`config.mk`:
```
export PLATFORM = sky130hd
export DESIGN_NAME = decoder138_rr_arbiter
export DESIGN_NICKNAME = d
export VERILOG_FILES = /design/src/rtl/decoder138_pkg.sv /design/src/rtl/rr_pick8.sv /design/src/rtl/decoder138_rr_arbiter.sv
export SDC_FILE = /design/constraint.sdc
export NUM_CORES = 1
export LEC_CHECK = 0
export CORE_MARGIN = 2
export CORE_UTILIZATION = 56
export DETAILED_ROUTE_END_ITERATION = 7
export GPL_TIMING_DRIVEN = 0
export PLACE_DENSITY = 0.93
export SETUP_SLACK_MARGIN = 0.2
export SYNTH_ARGS = -nofsm -noshare
export SYNTH_HDL_FRONTEND = slang
export SYNTH_SLANG_ARGS = --single-unit
```
`constraint.sdc`:
```
create_clock -name clk -period 4.68 [get_ports clk]
set_input_delay 0.936 -clock clk [delete_from_list [all_inputs] [get_ports clk]]
set_output_delay 0.936 -clock clk [all_outputs]
set_load 0.02 [all_outputs]
```
`src/rtl/decoder138_pkg.sv`:
```
// Shared definitions for the decoder138 round-robin select sequencer.
// Contents:
//   state_t   - sequencer state encoding (IDLE, GRANT, GAP)
//   NUM_SEL   - number of select lines / requesters
//   IDX_W     - width of a requester index
//   SEL_NONE  - active-low select vector with nothing selected
//   sel_code  - index -> active-low one-hot select (Decoder138 Y encoding)
package decoder138_pkg;

  localparam int NUM_SEL = 8;
  localparam int IDX_W   = 3;
  localparam logic [NUM_SEL-1:0] SEL_NONE = 8'hFF;

  typedef enum logic [1:0] {
    IDLE  = 2'd0,
    GRANT = 2'd1,
    GAP   = 2'd2
  } state_t;

  // Active-low one-hot code for a select index, identical to the 3-to-8 decoder output.
  function automatic logic [NUM_SEL-1:0] sel_code(input logic [IDX_W-1:0] idx);
    logic [NUM_SEL-1:0] one_s;
    one_s = 8'h01;
    return ~(one_s << idx);
  endfunction

endpackage

```
`src/rtl/rr_pick8.sv`:
```
// Combinational round-robin picker for eight requesters.
// Rotates the request vector so that index ptr lands at bit 0, finds the first
// set bit, then adds ptr back to recover the absolute index.
// Ports:
//   req  [7:0] in  - request vector, bit i = requester i
//   ptr  [2:0] in  - highest-priority index
//   pick [2:0] out - winning index (meaningful only when any=1)
//   any        out - at least one request present
module rr_pick8
  import decoder138_pkg::*;
(
  input  logic [NUM_SEL-1:0] req,
  input  logic [IDX_W-1:0]   ptr,
  output logic [IDX_W-1:0]   pick,
  output logic               any
);

  logic [NUM_SEL-1:0] rot_s;
  logic [IDX_W-1:0]   off_s;

  // Rotate right by ptr; the 3-bit index sum wraps naturally modulo 8.
  always_comb begin
    rot_s = 8'h00;
    for (int i = 0; i < NUM_SEL; i++) begin
      rot_s[i] = req[IDX_W'(i) + ptr];
    end
  end

  // Find-first-set from bit 0: scanning downward leaves the lowest set bit.
  always_comb begin
    off_s = 3'd0;
    for (int i = NUM_SEL - 1; i >= 0; i--) begin
      if (rot_s[i]) begin
        off_s = IDX_W'(i);
      end else begin
        off_s = off_s;
      end
    end
  end

  assign pick = off_s + ptr;
  assign any  = |req;

endmodule

```
`src/rtl/decoder138_rr_arbiter.sv`:
```
// Round-robin sequencer sharing the eight active-low select lines of a 3-to-8
// decoder among eight requesters. One grant at a time, bounded hold time and a
// turnaround gap with all selects deasserted after every release. Gated by the
// decoder's three-term enable (G1 high, G2An low, G2Bn low).
// Parameters:
//   MAX_HOLD - maximum consecutive GRANT cycles per grant (0 = unlimited)
//   GAP_CYC  - all-deasserted turnaround cycles after each release (0 allowed)
// Ports:
//   clk         in  - system clock, rising edge
//   rst         in  - asynchronous active-high reset
//   G1          in  - enable, active high
//   G2An        in  - enable, active low
//   G2Bn        in  - enable, active low
//   req   [7:0] in  - level-sensitive requests, held until served
//   Y     [7:0] out - registered active-low one-hot select, 8'hFF = none
//   grant_idx   out - registered index of the current/last grant
//   grant_valid out - high while in GRANT
//   timeout     out - one-cycle pulse on a forced (MAX_HOLD) release
module decoder138_rr_arbiter
  import decoder138_pkg::*;
#(
  parameter int MAX_HOLD = 16,
  parameter int GAP_CYC  = 1
) (
  input  logic               clk,
  input  logic               rst,
  input  logic               G1,
  input  logic               G2An,
  input  logic               G2Bn,
  input  logic [NUM_SEL-1:0] req,
  output logic [NUM_SEL-1:0] Y,
  output logic [IDX_W-1:0]   grant_idx,
  output logic               grant_valid,
  output logic               timeout
);

  localparam int HOLD_W = $clog2(MAX_HOLD) + 1;
  localparam int GAP_W  = $clog2(GAP_CYC) + 1;
  // Terminal counts; only consulted when the matching parameter is non-zero.
  localparam logic [HOLD_W-1:0] HOLD_LAST = HOLD_W'(MAX_HOLD - 1);
  localparam logic [GAP_W-1:0]  GAP_LAST  = GAP_W'(GAP_CYC - 1);

  state_t             state_r, state_s;
  logic [IDX_W-1:0]   ptr_r, ptr_s;
  logic [HOLD_W-1:0]  hold_cnt_r, hold_cnt_s;
  logic [GAP_W-1:0]   gap_cnt_r, gap_cnt_s;
  logic [NUM_SEL-1:0] y_r, y_s;
  logic [IDX_W-1:0]   grant_idx_r, grant_idx_s;
  logic               grant_valid_r, grant_valid_s;
  logic               timeout_r, timeout_s;

  logic               en_s;
  logic [IDX_W-1:0]   pick_s;
  logic               any_s;
  logic               rel_req_s;
  logic               rel_hold_s;
  logic               rel_en_s;

  assign en_s = G1 & ~G2An & ~G2Bn;

  rr_pick8 u_pick (
    .req  (req),
    .ptr  (ptr_r),
    .pick (pick_s),
    .any  (any_s)
  );

  // Release conditions evaluated against the current grant.
  assign rel_req_s  = ~req[grant_idx_r];
  assign rel_hold_s = (MAX_HOLD != 0) && (hold_cnt_r == HOLD_LAST);
  assign rel_en_s   = ~en_s;

  // Next-state and next-output logic; outputs are registered from these values.
  always_comb begin
    state_s       = state_r;
    ptr_s         = ptr_r;
    hold_cnt_s    = hold_cnt_r;
    gap_cnt_s     = gap_cnt_r;
    y_s           = y_r;
    grant_idx_s   = grant_idx_r;
    grant_valid_s = grant_valid_r;
    timeout_s     = 1'b0;

    case (state_r)
      IDLE: begin
        if (en_s && any_s) begin
          state_s       = GRANT;
          grant_idx_s   = pick_s;
          y_s           = sel_code(pick_s);
          grant_valid_s = 1'b1;
          hold_cnt_s    = '0;
        end else begin
          y_s           = SEL_NONE;
          grant_valid_s = 1'b0;
        end
      end

      GRANT: begin
        if (rel_req_s || rel_hold_s || rel_en_s) begin
          y_s           = SEL_NONE;
          grant_valid_s = 1'b0;
          ptr_s         = grant_idx_r + 3'd1;
          // Only a pure hold-limit release counts as a timeout.
          timeout_s     = rel_hold_s & ~rel_req_s & ~rel_en_s;
          gap_cnt_s     = '0;
          if (GAP_CYC > 0) begin
            state_s = GAP;
          end else begin
            state_s = IDLE;
          end
        end else begin
          // With unlimited hold the counter is frozen so it can never wrap.
          if (MAX_HOLD != 0) begin
            hold_cnt_s = hold_cnt_r + HOLD_W'(1);
          end else begin
            hold_cnt_s = hold_cnt_r;
          end
        end
      end

      GAP: begin
        y_s           = SEL_NONE;
        grant_valid_s = 1'b0;
        if (gap_cnt_r == GAP_LAST) begin
          state_s = IDLE;
        end else begin
          gap_cnt_s = gap_cnt_r + GAP_W'(1);
        end
      end

      default: begin
        state_s       = IDLE;
        y_s           = SEL_NONE;
        grant_valid_s = 1'b0;
      end
    endcase
  end

  // State and output registers with asynchronous reset.
  always_ff @(posedge clk or posedge rst) begin
    if (rst) begin
      state_r       <= IDLE;
      ptr_r         <= 3'd0;
      hold_cnt_r    <= '0;
      gap_cnt_r     <= '0;
      y_r           <= SEL_NONE;
      grant_idx_r   <= 3'd0;
      grant_valid_r <= 1'b0;
      timeout_r     <= 1'b0;
    end else begin
      state_r       <= state_s;
      ptr_r         <= ptr_s;
      hold_cnt_r    <= hold_cnt_s;
      gap_cnt_r     <= gap_cnt_s;
      y_r           <= y_s;
      grant_idx_r   <= grant_idx_s;
      grant_valid_r <= grant_valid_s;
      timeout_r     <= timeout_s;
    end
  end

  assign Y           = y_r;
  assign grant_idx   = grant_idx_r;
  assign grant_valid = grant_valid_r;
  assign timeout     = timeout_r;

endmodule

```
Yosys cells after proc, flatten, opt, wreduce, memory -nomap -nowiden
Index checks and enable logic that the tools add are counted.

word-level totals
  flip-flop bits (word level) = 24
  input bits = 13
  output and inout port bits = 13
  word-level logic and storage cells = 100

cells by class
  add/sub/neg operators = 11
  magnitude comparators = 9
  equality and inequality tests = 7
  shift-type cells = 1
  multiplexer cells = 43
  bitwise logic cells = 9
  reductions and logical operators = 12

operator list
  kind                                                 number
  < comparator 3 x 4 -> 1 bit (second input constant)  9
  binary-select mux 1 bit (select 3 bit)               9
  two-way mux 3 bit                                    8
  two-way mux 8 bit                                    2
  case mux 8 bit (2 select lines)                      1
  two-way mux 1 bit                                    14
  adder 3 bit (first input constant)                   4
  two-way mux 5 bit                                    2
  case mux 5 bit (2 select lines)                      1
  != test 2 bit (second input constant)                4
  inverter 8 bit                                       1
  OR reduction 8 bit                                   1
  left shift 1 x 3 -> 8 bit (first input constant)     1
  adder 2 x 3 -> 3 bit (first input constant)          2
  two-way mux 2 bit                                    3
  case mux 2 bit (3 select lines)                      1
  AND reduction 2 bit                                  3
  AND reduction 3 bit                                  2
  adder 5 x 1 -> 5 bit (second input constant)         1
  == test 5 x 4 -> 1 bit (second input constant)       1
  bitwise AND 1 bit                                    4
  inverter 1 bit                                       4
  case mux 1 bit (2 select lines)                      2
  nonzero test 2 bit                                   2
  other kinds (9)                                      10

Depth between registers and ports, before layout
Gate-level depths: netlist of the first run.

  word-level depth = 16
  depth in mapped cells = 17
  gate-level depth less buffers = 15

Modules after synthesis
A second synthesis of the first run with hierarchy kept.

unflattened totals
  cells, all modules = 151
  area, all modules = 1,780.5 um2

modules (own cells, without submodules)
  module                 instances  cells an instance  area an instance (um2)  seq. area each (um2)
  decoder138_rr_arbiter  1          90                 1,113.6                 585.6
  rr_pick8               1          61                 666.9                   0.0

Worst setup path before layout of the first run
Ideal clock, no wire load.

  path kind = input to register
  from = input port req[2]
  to = register y_r[7] (netlist: Y[7])
  library setup time = 0.084 ns
  arrival time = 3.483 ns
  data required time = 4.596 ns
  path slack = 1.113 ns
  stages on the path = 11
  path buffers = 1
  cell sequence = mux4_1 -> mux2i_1 -> nor2b_1 -> buf_2 -> nor2_1 -> a41oi_1 -> fa_1 -> nor3b_1 -> nand2_1 -> nor3_1 -> nor3_2

on the way
  word-level cells in the longest chain between the ends = 15
  elaborated cells between the ends (all ways) = 37
  those cells by class = add/sub (1); eq/ne (1); shift (1); mux (28); bitwise (2); reduce/logical (4)

ends and longest elaborated chain
  item                                     line                          text
  start, declared                          decoder138_rr_arbiter.sv:30   input logic [NUM_SEL-1:0] req,
  binary-select mux 1 bit (select 3 bit)   rr_pick8.sv:25                rot_s[i] = req[IDX_W'(i) + ptr];
  two-way mux 1 bit (not written as such)  rr_pick8.sv:25
  two-way mux 3 bit (8 in series)          rr_pick8.sv:33                if (rot_s[i]) begin
  adder 3 bit                              rr_pick8.sv:41                assign pick = off_s + ptr;
  left shift 1 x 3 -> 8 bit                decoder138_pkg.sv:24          return ~(one_s << idx);
  inverter 8 bit                           decoder138_pkg.sv:24
  two-way mux 8 bit                        decoder138_rr_arbiter.sv:86   if (en_s && any_s) begin
  case mux 8 bit (2 select lines)          decoder138_rr_arbiter.sv:84   case (state_r)
  end signal, assigned                     decoder138_rr_arbiter.sv:155  y_r <= y_s;
  end, declared                            decoder138_rr_arbiter.sv:47   logic [NUM_SEL-1:0] y_r, y_s;

Several ways; a longest one is shown, not always the timed one. The select of a mux whose other input is x is not followed.
A chain may end at the register's enable or synchronous reset.

Worst setup path in the final report of the first run
  from = input port req[3]
  to = register y_r[3] (netlist: Y[3])

The elaborated chain is that of the path after synthesis.

==> metrics.md, run 1 <==
| Metric | Value |
|---|---|
| Status | `completed` |
| Synth Area in Compound Gates | `12.5%` |
| Initial DRC count | `117` |
| Final cell count without fillers | `264` |
| Initial antenna violation count | `0` |
| Area taken by flip-flops and latches | `586 um2` |
| Largest delay share family, worst path | `multiplexers` |
| Number of global-route vias before repair | `1,578` |
| Synthesized instance count | `189` |
| Setup ws final | `roughly 0.47 ns` |
| Min Tclk post-route | `4.21 ns` |
| Simple-gate share of the synthesized area | `between 20% and 30%` |
| Syn. warnings | `0` |
| Mapped Area | `2000 um2` |
| Critical Path Max Stage Delay | `0.62 ns` |
| Postcts setup bufs | `0` |
| RSZ-0062 raised after global routing | `no` |
| Crit path DAT | `4.48 ns` |
| Pin count of the biggest net entering global routing | `24` |
| Inserted Clock Buffers | `3` |
| PwrDens | `around 700 nW/um2` |
| Area delta synth->final | `16.8%` |
| R2r startpoint | `ptr_r[0]` |
| Synth top area cells | `dfrtp_1, mux4_2, dfstp_2, nand2_1, nor3_2` |
| Largest family of logic cells by synthesized area | `multiplexers` |
| Placed Cells | `260` |
| I/O pin count | `26` |
| Setup Skew | `0.00827 ns` |
| Worst Min Path Start | `hold_cnt_r[1]` |
| Routed wire length | `4.14 mm` |
| Sequential-to-total area share from yosys stat | `between 20% and 30%` |
| Hold buffers post-CTS | `0` |
| Top-count cell post-synth | `nand2_1` |
| Core ar. | `roughly 3400 um2` |
| Synth top area share | `roughly a fifth` |
| Max-Cap Viols | `0` |
| Pre-CTS setup slack | `0.128 ns` |
| Area of the multi-input gates | `~1300 um2` |
| Main synth FF type | `dfrtp_1` |
| Total number of H-tree levels | `1` |
| R2r setup slk | `roughly 0.63 ns` |
| Slew @ Worst Pin | `0.835 ns` |
| Fin nets | `roughly 240` |
| WHS | `0.541 ns` |
| Port buffer count | `25` |
| Share of cells above drive strength 1 | `27.1%` |
| Hold Path Class | `reg2reg` |
| Clock sink count | `23` |
| Clk_lat worst skew | `between 0.3 and 0.4 ns` |
| Root buffer cell | `clkbuf_4` |
| Setup TNS | `0 ns` |
| Post-synthesis mux area share | `23.1%` |
| Cell row count | `21` |
| Post-CTS sizing | `0` |
| Rel. slew slack | `between 40% and 50%` |
| Gr usage total | `22.4%` |
| Synth top cells by count | `nand2_1, dfrtp_1, nor2_1, mux4_2, inv_1` |
| Pre-antenna DRT Iters | `4` |
| Max Freq | `0.237 GHz` |
| Crit Path Category | `in2reg` |
| Syn avg cell area | `~11 um2` |
| Final Core Density | `68.8%` |
| Yosys reg bits | `23` |
| Stages on the worst setup path | `12` |
| CP Cell Sequence | `clkdlybuf4s50_1, mux4_1, mux2i_1, nor2b_1, buf_2, nor2_1, a41oi_1, fa_1, nor3b_1, nand2_1, nor3_1, nor3_2` |
| WHS Endpoint | `hold_cnt_r[1]` |
| Die Y | `63.7 um` |
| Crit path from | `req[3]` |
| Die Span X | `63.7 um` |
| CP required | `4.95 ns` |
| CTS tree | `done` |
| Post-DRT Antenna Nets | `0` |
| Longest Clk Path Bufs | `2` |
| Post-synth EDFFs | `0` |
| CP bufs+invs | `2` |
| Die Footprint | `4060 um2` |
| Final setup violation count | `0` |
| First-pass GRT wire length | `just over 7 mm` |
| Yosys cell types | `48` |
| FILL cells | `246` |
| Crit start category | `primary input` |
| Vias per cell | `6.06` |
| Vias post-DR | `1,601` |
| Adder-cell area share of the yosys netlist | `between 4 and 5%` |
| Clk pin slew, worst setup/hold paths | `0.14 ns` |
| Peak VDD IR | `0.284 mV` |
| Initial core utilization | `58.9%` |
| Async SR Flop Fraction | `100%` |
| Drc violations | `0` |
| Leak | `0.885 nW` |
| CP Capture Type | `register` |
| Antenna cell count | `0` |
| Tcrit/Tclk final | `90.0%` |
| Hold Path Cell Cnt | `2` |
| Overflow after GRT | `0` |
| GP Congestion | `0.845` |
| Final Max Tran Viols | `0` |
| Area leader, netlist | `dfrtp_1` |
| Xor/xnor share of the synthesized area | `3.07%` |
| Hold Vio Cnt, Final | `0` |
| Worst r2r path cells | `15` |
| Max FO, Critical Path | `10` |
| Worst r2r dst | `Y[3]` |
| Worst path slowest cell | `mux4_1` |
| DP HPWL | `3.22 mm` |
| Routed WL per cell | `around 16 um` |
| Net Count, Synth | `209` |
==> where the power goes <==
part           internal (mW)  switching [mW]  leakage [nW]
registers              0.247          0.0454         0.280
clock network         0.0321          0.0654        0.0177
logic                  0.564           0.676         0.588
total                  0.843           0.787         0.885
==> per-stage QoR <==
step                      area, um2  total power, mW
after global routing           2330             1.74
after detailed placement       2300             1.53
final                          2330             1.63
after global placement         2300             1.48
after CTS                      2330             1.63
after floorplan                2000             1.28
==> tightest hold or removal path, delay by kind of cell (launching register included) <==
family	cells	cell delay, ns
flip-flops	1	0.39
AND/OR/NAND/NOR	2	0.13
==> layout make-up <==
class | instances | area share [%]
timing repair buffer | 25 | 10.7
clock buffer | 3 | 0.966
buffer | 10 | 2.95
sequential | 23 | 25.1
multi-input combinational | 146 | 55.9
tap | 46 | 2.47
inverter | 10 | 1.61
clock inverter | 1 | 0.215
==> how the worst max path moves through the flow <==
| stage | to | slack (ns) |
|---|---|---|
| 2_1_floorplan | Y[7] | 1.11 |
| 3_3_place_gp | Y[3] | 0.25 |
| 4_1_cts | Y[3] | 0.47 |
| 6_report | Y[3] | 0.47 |
| 3_5_place_dp | Y[3] | 0.13 |
| 5_1_grt | Y[3] | 0.20 |
==> cell families (layout without fill, tap and decap cells) <==
family | count (synthesis) | count (layout)
compound gates | 29 | 29
xor+xnor | 7 | 7
simple gates | 78 | 78
flops | 23 | 23
mux | 25 | 25
buf+inv | 20 | 49
fa+ha+maj | 7 | 7
==> per-layer routing <==
metal  up-vias  track usage, %  share of wire [%]
met2        29            41.1                 54
met3         6            1.96                2.4
met4         0            7.07                1.4
li1        761               -                  -
met1       805            27.7                 42
met5         -               0                  0
==> state kept, by name, indices dropped and copies added, names as in the netlist <==
register / flops
hold_cnt_r: 5
ptr_r: 3
grant_valid: 1
state_r: 2
Y: 8
timeout: 1
grant_idx: 3
==> cells in the final DEF (no fill, tap or decap), types with 3 or more instances in the layout <==
cell type and n:
o21ai_1 4, dfrtp_1 15, mux4_2 12, dfstp_2 8, nor3_2 8, clkbuf_4 3
inv_1 10, mux2i_1 7, nor2_1 14, xor2_1 3, nand2b_1 4, buf_2 4
ha_1 6, nand3_1 5, buf_6 3, nand2_1 22, clkdlybuf4s50_1 25, a21oi_1 3
nor3_1 9, xnor2_1 4, a21oi_2 8, o21ai_0 4
Note: power is estimated with default switching activity, not from simulation.
==> inputs of run 2 (changes only) <==
- CELL_PAD_IN_SITES_DETAIL_PLACEMENT: unset -> 1
- CELL_PAD_IN_SITES_GLOBAL_PLACEMENT: unset -> 1
- CORE_UTILIZATION: 56 -> 44
- PLACE_DENSITY: 0.93 -> 0.79
==> run 2 against run 1 <==
First-iteration DRC count is 6.0% lower. Setup slack lost 0.042 ns. Largest power group unchanged. Global-route usage is 1.8 points lower. Critical endpoint is now Y[4]. Worst hold slack worse by 0.016 ns. Flip-flop and latch count unchanged. Clock skew barely moved. Final cell count grew 2.3%. Wire length is 14% higher. Die area increased by 25%. Total power is 3.4% higher.
==> metrics.md, run 2 (synthesis results as in run 1) <==
| Metric | Value |
|---|---|
| Max-Cap Viols | `0` |
| Max Freq | `~0.24 GHz` |
| CTS tree | `done` |
| CP bufs+invs | `2` |
| Antenna cell count | `0` |
| Worst path slowest cell | `fa_1` |
| CP Capture Type | `register` |
| Die Span X | `71.3 um` |
| Rel. slew slack | `41.1%` |
| Clk_lat worst skew | `0.27 ns` |
| Vias post-DR | `1,606` |
| Post-DRT Antenna Nets | `0` |
| GR met1 Demand/Resource | `25.2%` |
| Post-DP Area | `2310 um2` |
| Inserted Clock Buffers | `3` |
| Crit start category | `primary input` |
| R2r setup slk | `0.68 ns` |
| Routed wire length | `4.73 mm` |
| Commonest non-fill, non-tap cell in the layout | `clkdlybuf4s50_1` |
| Setup ws final | `roughly 0.43 ns` |
| Met2 global-route usage | `35.5%` |
| R2r startpoint | `ptr_r[0]` |
| Setup Skew | `0.00855 ns` |
| Initial antenna violation count | `0` |
| Final Core Density | `54.3%` |
| Drc violations | `0` |
| Leak | `0.889 nW` |
| Pre-CTS setup slack | `0.0863 ns` |
| GP Congestion | `around 0.83` |
| Root buffer cell | `clkbuf_8` |
| Slew @ Worst Pin | `0.882 ns` |
| Peak VDD IR | `0.230 mV` |
| Final Max Tran Viols | `0` |
| Pin count of the biggest net entering global routing | `24` |
| Core ar. | `approximately 4400 um2` |
| Initial core utilization | `between 40% and 50%` |
| Postcts setup bufs | `0` |
| Crit path DAT | `4.45 ns` |
| I/O pin count | `26` |
| Largest delay share family, worst path | `simple AND/OR/NAND/NOR gates` |
| Routed WL per cell | `17.5 um` |
| Area delta synth->final | `18.4%` |
| Gr usage total | `slightly above 20%` |
| Fin nets | `239` |
| Hold Path Cell Cnt | `1` |
| Crit Path Category | `in2reg` |
| Total number of H-tree levels | `1` |
| GRT Max-Usage Layer | `met2` |
| Vias per cell | `a little under 6` |
| Worst Min Path Start | `hold_cnt_r[0]` |
| Cell row count | `24` |
| Clock sink count | `23` |
| CP required | `4.88 ns` |
| Min Tclk post-route | `4.25 ns` |
| First-pass GRT wire length | `8.27 mm` |
| Final setup violation count | `0` |
| Pre-antenna DRT Iters | `4` |
| PwrDens | `713 nW/um2` |
| Tcrit/Tclk final | `between 90% and 100%` |
| WHS Endpoint | `hold_cnt_r[0]` |
| Max reg flops | `8` |
| Commonest cells after routing, fill and taps aside | `clkdlybuf4s50_1, nand2_1, dfrtp_1` |
| RSZ-0062 raised after global routing | `no` |
| Initial DRC count | `110` |
| Hold Vio Cnt, Final | `0` |
| Met3 usage | `3.94%` |
| Share of cells above drive strength 1 | `a little over a quarter` |
| Worst r2r dst | `Y[4]` |
| Final Power | `between 1.5 and 2 mW` |
| Overflow after GRT | `0` |
| Setup TNS | `0 ns` |
| Worst r2r path cells | `17` |
| Port buffer count | `25` |
| Hold Path Class | `reg2reg` |
| Status | `completed` |
| Clk pin slew, worst setup/hold paths | `0.08 ns` |
| Max FO, Critical Path | `8` |
| Longest Clk Path Bufs | `2` |
| Die Footprint | `5090 um2` |
| Critical Path Max Stage Delay | `approximately 0.56 ns` |
| Fin area | `2360 um2` |
| Number of global-route vias before repair | `~1,700` |
| DP HPWL | `3.71 mm` |
| Hold buffers post-CTS | `0` |
| CP Cell Sequence | `clkdlybuf4s50_1, mux4_2, mux2i_4, nand2b_1, a31o_2, a21oi_1, a2bb2oi_1, ha_1, inv_1, fa_1, nor3b_1, nand2_1, nor3_1, nor3_2` |
| Die Y | `71.3 um` |
run 2: changes by cell type in the layout (fill, tap and decap cells not counted):
| cell | change |
|---|---|
| mux2i_1 | -1 |
| clkbuf_4 | -2 |
| clkinv_2 | -1 |
| mux2i_2 | +1 |
| clkbuf_1 | +1 |
| clkbuf_8 | +3 |
| buf_2 | -1 |
run 2: final cells by class:
cell class	instances	area (um2)
clock buffers	4	45.0
repair buffers	25	250
well taps	52	65.1
multi-input cells	146	1310
plain buffers	10	71.3
fillers	485	1990
flip-flops and latches	23	586
inverters	10	37.5
run 2: report_power, final:
part           total [mW]  internal (mW)  switching [mW]  leakage (nW)
Combinational        1.27          0.575           0.694         0.587
Sequential          0.292          0.248          0.0440         0.280
Clock               0.125         0.0609          0.0638        0.0228
run 2: what timing repair did:
item	in CTS	in global routing
resized for setup	0	2
setup endpoints to repair	0	5
hold endpoints to repair	0	0
run 2: how the worst max path moves through the flow:
stage	from	end	slack, ns	cells after the start
after global routing	req[1]	Y[6]	0.22	12
after CTS	req[2]	Y[6]	0.35	12
final	req[4]	Y[4]	0.43	14
after floorplan	req[2]	Y[7]	1.11	11
after global placement	req[2]	Y[7]	0.21	12
after detailed placement	req[2]	Y[6]	0.09	12
run 2: per-stage QoR:
step / hold WS [ns] / instances
final: 0.525 / 270
after global routing: 0.544 / 270
after CTS: 0.518 / 270
after detailed placement: 0.504 / 266
after global placement: 0.494 / 266
after floorplan: 0.476 / 189
run 2: metal layers:
metal / wire length (um) / vias up
li1: - / 752
met1: 2030 / 819
met2: 2450 / 22
met3: 119 / 13
met4: 130 / 0
met5: 0 / -
